<file path="src/rtl/instr_pipe.sv">
// instr_pipe: fetch PC plus D/E/M/W instruction pipeline registers with stall-bubble insertion; optional perf counters under PERF_CNT_EN
module instr_pipe (
   input  logic        clk,
   input  logic        reset,
   input  logic        stall,
   input  logic [31:0] pc_next,
   input  logic [31:0] instr_f,
   input  logic        regwrite_d,
   output logic [31:0] PC,
   output logic [31:0] InstrD,
   output logic [31:0] InstrE,
   output logic [31:0] InstrM,
   output logic [31:0] InstrW,
   output logic [31:0] PCD,
   output logic [31:0] PCE,
   output logic [31:0] PCM,
   output logic [31:0] PCW,
   output logic        regWriteE,
   output logic        regWriteM,
   output logic        regWriteW,
   output logic        validD,
   output logic        validE,
   output logic        validM,
   output logic        validW
`ifdef PERF_CNT_EN
  ,output logic [31:0] cyc_cnt,
   output logic [31:0] stall_cnt,
   output logic [31:0] retire_cnt
`endif
);
   localparam logic [31:0] PC_RESET = 32'h0000_3000;

   logic [31:0] pc_q, pc_d;
   logic [31:0] d_instr_q, d_instr_d, d_pc_q, d_pc_d;
   logic        d_valid_q, d_valid_d;
   logic [31:0] e_instr_q, e_instr_d, e_pc_q, e_pc_d;
   logic        e_rw_q, e_rw_d, e_valid_q, e_valid_d;
   logic [31:0] m_instr_q, m_instr_d, m_pc_q, m_pc_d;
   logic        m_rw_q, m_rw_d, m_valid_q, m_valid_d;
   logic [31:0] w_instr_q, w_instr_d, w_pc_q, w_pc_d;
   logic        w_rw_q, w_rw_d, w_valid_q, w_valid_d;

   // Fetch and decode hold on stall; otherwise fetch follows pc_next and D captures the fetched word
   always_comb begin
      pc_d      = stall ? pc_q      : pc_next;
      d_instr_d = stall ? d_instr_q : instr_f;
      d_pc_d    = stall ? d_pc_q    : pc_q;
      d_valid_d = stall ? d_valid_q : 1'b1;
   end

   // Execute takes the decoded instruction, or a bubble while decode is frozen; writes need a real D
   always_comb begin
      e_instr_d = stall ? 32'h0 : d_instr_q;
      e_pc_d    = stall ? 32'h0 : d_pc_q;
      e_rw_d    = ~stall & regwrite_d & d_valid_q;
      e_valid_d = ~stall & d_valid_q;
   end

   // Memory and writeback always advance so older instructions drain during a stall
   always_comb begin
      m_instr_d = e_instr_q;
      m_pc_d    = e_pc_q;
      m_rw_d    = e_rw_q;
      m_valid_d = e_valid_q;
      w_instr_d = m_instr_q;
      w_pc_d    = m_pc_q;
      w_rw_d    = m_rw_q;
      w_valid_d = m_valid_q;
   end

   // Pipeline state; reset discards every in-flight instruction and restarts fetch at the boot vector
   always_ff @(posedge clk) begin
      if (reset) begin
         pc_q      <= PC_RESET;
         d_instr_q <= 32'h0;
         d_pc_q    <= 32'h0;
         d_valid_q <= 1'b0;
         e_instr_q <= 32'h0;
         e_pc_q    <= 32'h0;
         e_rw_q    <= 1'b0;
         e_valid_q <= 1'b0;
         m_instr_q <= 32'h0;
         m_pc_q    <= 32'h0;
         m_rw_q    <= 1'b0;
         m_valid_q <= 1'b0;
         w_instr_q <= 32'h0;
         w_pc_q    <= 32'h0;
         w_rw_q    <= 1'b0;
         w_valid_q <= 1'b0;
      end else begin
         pc_q      <= pc_d;
         d_instr_q <= d_instr_d;
         d_pc_q    <= d_pc_d;
         d_valid_q <= d_valid_d;
         e_instr_q <= e_instr_d;
         e_pc_q    <= e_pc_d;
         e_rw_q    <= e_rw_d;
         e_valid_q <= e_valid_d;
         m_instr_q <= m_instr_d;
         m_pc_q    <= m_pc_d;
         m_rw_q    <= m_rw_d;
         m_valid_q <= m_valid_d;
         w_instr_q <= w_instr_d;
         w_pc_q    <= w_pc_d;
         w_rw_q    <= w_rw_d;
         w_valid_q <= w_valid_d;
      end
   end

   assign PC        = pc_q;
   assign InstrD    = d_instr_q;
   assign InstrE    = e_instr_q;
   assign InstrM    = m_instr_q;
   assign InstrW    = w_instr_q;
   assign PCD       = d_pc_q;
   assign PCE       = e_pc_q;
   assign PCM       = m_pc_q;
   assign PCW       = w_pc_q;
   assign regWriteE = e_rw_q;
   assign regWriteM = m_rw_q;
   assign regWriteW = w_rw_q;
   assign validD    = d_valid_q;
   assign validE    = e_valid_q;
   assign validM    = m_valid_q;
   assign validW    = w_valid_q;

`ifdef PERF_CNT_EN
   logic [31:0] cyc_q, cyc_d, stall_q, stall_d, retire_q, retire_d;

   // Free-running event counters; 32-bit adds wrap naturally
   always_comb begin
      cyc_d    = cyc_q + 32'd1;
      stall_d  = stall_q + {31'b0, stall};
      retire_d = retire_q + {31'b0, w_valid_q};
   end

   // Counter state, cleared by reset
   always_ff @(posedge clk) begin
      if (reset) begin
         cyc_q    <= 32'h0;
         stall_q  <= 32'h0;
         retire_q <= 32'h0;
      end else begin
         cyc_q    <= cyc_d;
         stall_q  <= stall_d;
         retire_q <= retire_d;
      end
   end

   assign cyc_cnt    = cyc_q;
   assign stall_cnt  = stall_q;
   assign retire_cnt = retire_q;
`endif
endmodule

</file>
<file path="config.mk">
export PLATFORM = sky130hd
export DESIGN_NAME = instr_pipe
export DESIGN_NICKNAME = d
export VERILOG_FILES = /design/src/rtl/instr_pipe.sv
export SDC_FILE = /design/constraint.sdc
export NUM_CORES = 1
export LEC_CHECK = 0
export ABC_AREA = 1
export CORE_ASPECT_RATIO = 1.2
export CORE_UTILIZATION = 43
export CTS_CLUSTER_DIAMETER = 80
export CTS_CLUSTER_SIZE = 24
export DETAILED_ROUTE_END_ITERATION = 6
export PLACE_DENSITY = 0.9
export SETUP_SLACK_MARGIN = 0.3
export SYNTH_ARGS = -nofsm -noshare
export SYNTH_HDL_FRONTEND = slang
export SYNTH_SLANG_ARGS = --single-unit
</file>
<file path="constraint.sdc">
create_clock -name clk -period 1.1 [get_ports clk]
set_input_delay 0.33 -clock clk [delete_from_list [all_inputs] [get_ports clk]]
set_output_delay 0.33 -clock clk [all_outputs]
set_load 0.01 [all_outputs]
</file>
==> metrics.txt <==
flops & latches, synth 295; FF-to-FF setup slack 90 ps; placed cells 1833; r2r endpoint InstrD[0]$_SDFFE_PP0N_; startpoint types flip-flop; Post-Syn Instances 1160; final std cells w/o fill 1932; pin count of the biggest net entering global routing 68; register area share after synthesis 62.8%; via/cell ratio 4.64; worst setup path class reg -> out; failing checks setup timing; clock tree root driver cell clkbuf_16; Hold Path End validD$_SDFFE_PP0N_; static leakage 0.00751 uW; CP top delay family flip-flops; P per Cell Area 1320 nW/um2; largest area contributor in the netlist dfxtp_1; HP Start stall; Tcrit/Tclk final 122%; DP Wirelength 21000 um; CTS sink cnt 295; H-tree levels 1; clock slew at reported path FFs 100 ps; ratio of cells with drive above 1 in the final layout 53.1%; max-cap violations 0; # IOs 363; buffer and inverter count on the worst path 1; Yosys Warn Count 0; Final ANT Viol Nets 0; Clk pwr share 30.3%; peak supply drop 1340 uV; Final setup viols 295; EDFF count, synth 0; worst min path class in -> reg; Max clock buf depth 3; reg2reg start InstrD[0]$_SDFFE_PP0N_; die width 137 um; Sw Ratio 25.4%; critical path endpoint category primary output; DRC 0; status complete, but fails checks; largest cells by area after synthesis dfxtp_1 (63%), nor2_1 (13%), inv_1 (9.1%), nand2_1 (7.7%), nor2_2 (3.3%); vias 8965; row count 58; clk_lat worst skew 500 ps; crit-path cells buf_2; internal power 15600 uW; initial core utilization 44.4%; Place WS -187 ps; combinational share of power 15.0%; multi-input combinational cell area 2470 um2; fin worst setup slack -247 ps; total track usage 26.7%; fmax 742 MHz; GP Congestion 0.903; core area 21200 um2; unrepaired setup endpoints after global routing yes; Post-Syn Nets 1228; sequential share of power 54.7%; first-pass GRT wire length 45700 um; R2R cell count 7; Post-synth top cells nor2_1 (336), dfxtp_1 (295), inv_1 (227), nand2_1 (193), nor2_2 (50); Mapped Avg Cell Area 8.11 um2; fin. max-slew vios 0; clock buffer count from CTS 16; NumNets Final 1728; Fin Clk Skew 17.2 ps; CTS tree done; Final Hold Fails 0; filler instances 1262; Synth Cell Area 9400 um2; drt total wl 34000 um; die span in y 164 um; vias in the first global route 8901; initial antenna violation count 0; switching pwr 5300 uW; crit-path max cell delay 370 ps; async set or reset register ratio after synthesis 0%; drt first pass iters 5; top cell type's share of synthesized area 62.8%; Worst Path Required 770 ps; worst slew pin tran 323 ps; Reg area 6250 um2; count leader, synth nor2_1; Synth Flop Type dfxtp_1; Finished Core Util 74.9%; Die Area 22500 um2; gr ovfl total 0; worst-path maximum fanout 1; Syn-to-layout area delta 68.9%; slew margin rel. 78.5%; fin crit period 1350 ps; wire per inst 17.6 um; hold depth 3; critical path's slowest cell dfxtp_1; Worst EP arrival 1020 ps; Iteration-0 DRC Markers 383; PortBufs 362; Cell variety after synth 13
[metal layers]
metal	share of wire [%]	global-route usage [%]	up-vias
met5	0	0	-
met4	7.5	17.7	0
met3	5.6	4.78	168
met2	53	50.0	428
met1	34	26.5	4138
li1	-	-	4231
[per-stage QoR]
stage / cell area [um2] / hold slack, ps / power (uW) / TNS, ps
floorplan: 9580 / 443 / 12600 / 0
global placement: 14000 / 405 / 14000 / -25200
detailed placement: 14000 / 410 / 14100 / -29050
CTS: 15100 / 151 / 20500 / -55450
global route: 15900 / 148 / 21600 / -61370
finish: 15900 / 158 / 20900 / -52600
[worst min-delay path, cell delays in order]
cell and delay (ps):
buf_6 110, buf_4 140, a21oi_2 50
[worst max path at each step]
stage               cells after the start                    to            startpoint
finish                                  1             InstrW[7]  InstrW[7]$_SDFF_PP0_
global placement                        1               PCW[14]    PCW[14]$_SDFF_PP0_
global route                            1             InstrW[7]  InstrW[7]$_SDFF_PP0_
floorplan                               6  InstrE[0]$_SDFF_PP0_                 reset
detailed placement                      1               PCW[14]    PCW[14]$_SDFF_PP0_
CTS                                     1               PCW[14]    PCW[14]$_SDFF_PP0_
[cells by family after synthesis]
logic type | after synthesis | synth area share (%)
compound gates | 1 | 0.0532
flops | 295 | 62.8
buf+inv | 282 | 12.5
simple gates | 582 | 24.6
[placed cells by master (no fill, tap or decap)]
cell type	n
inv_2	28
dfxtp_1	28
nand2_1	178
inv_4	10
inv_1	189
buf_4	116
nand2_4	2
nor2_2	59
nor2_1	318
clkinv_8	1
buf_6	310
clkinv_4	1
clkbuf_16	17
nand3_2	2
inv_8	1
clkdlybuf4s50_1	65
buf_12	16
a21oi_2	1
inv_6	1
nand3_1	1
dfxtp_4	4
buf_2	28
nand2_2	13
diode_2	1
dfxtp_2	263
nor2_4	9
[timing repair]
item                       4_1_cts  5_1_grt
pin swaps                        2       26
resized for setup             1704      175
buffers inserted                39       40
setup endpoints to repair      298      331
gates cloned                     0        0
hold buffers                     0        0
[layout make-up]
cell class                 count  share of cell area, %
sequential                   295                   39.4
timing repair buffer         535                   34.5
multi-input combinational    583                   15.6
inverter                     229                   5.65
clock buffer                  17                   2.68
tap                          270                   2.13
clock inverter                 2                  0.158
antenna                        1                 0.0158
[power by group through the flow]
stage	sequential (uW)	clock (uW)	combinational, uW
floorplan	11700	0	948
global placement	11500	0	2550
detailed placement	11500	0	2620
CTS	11400	6360	2790
global route	11500	6790	3350
finish	11400	6330	3140
(Power assumes the default switching activity.)
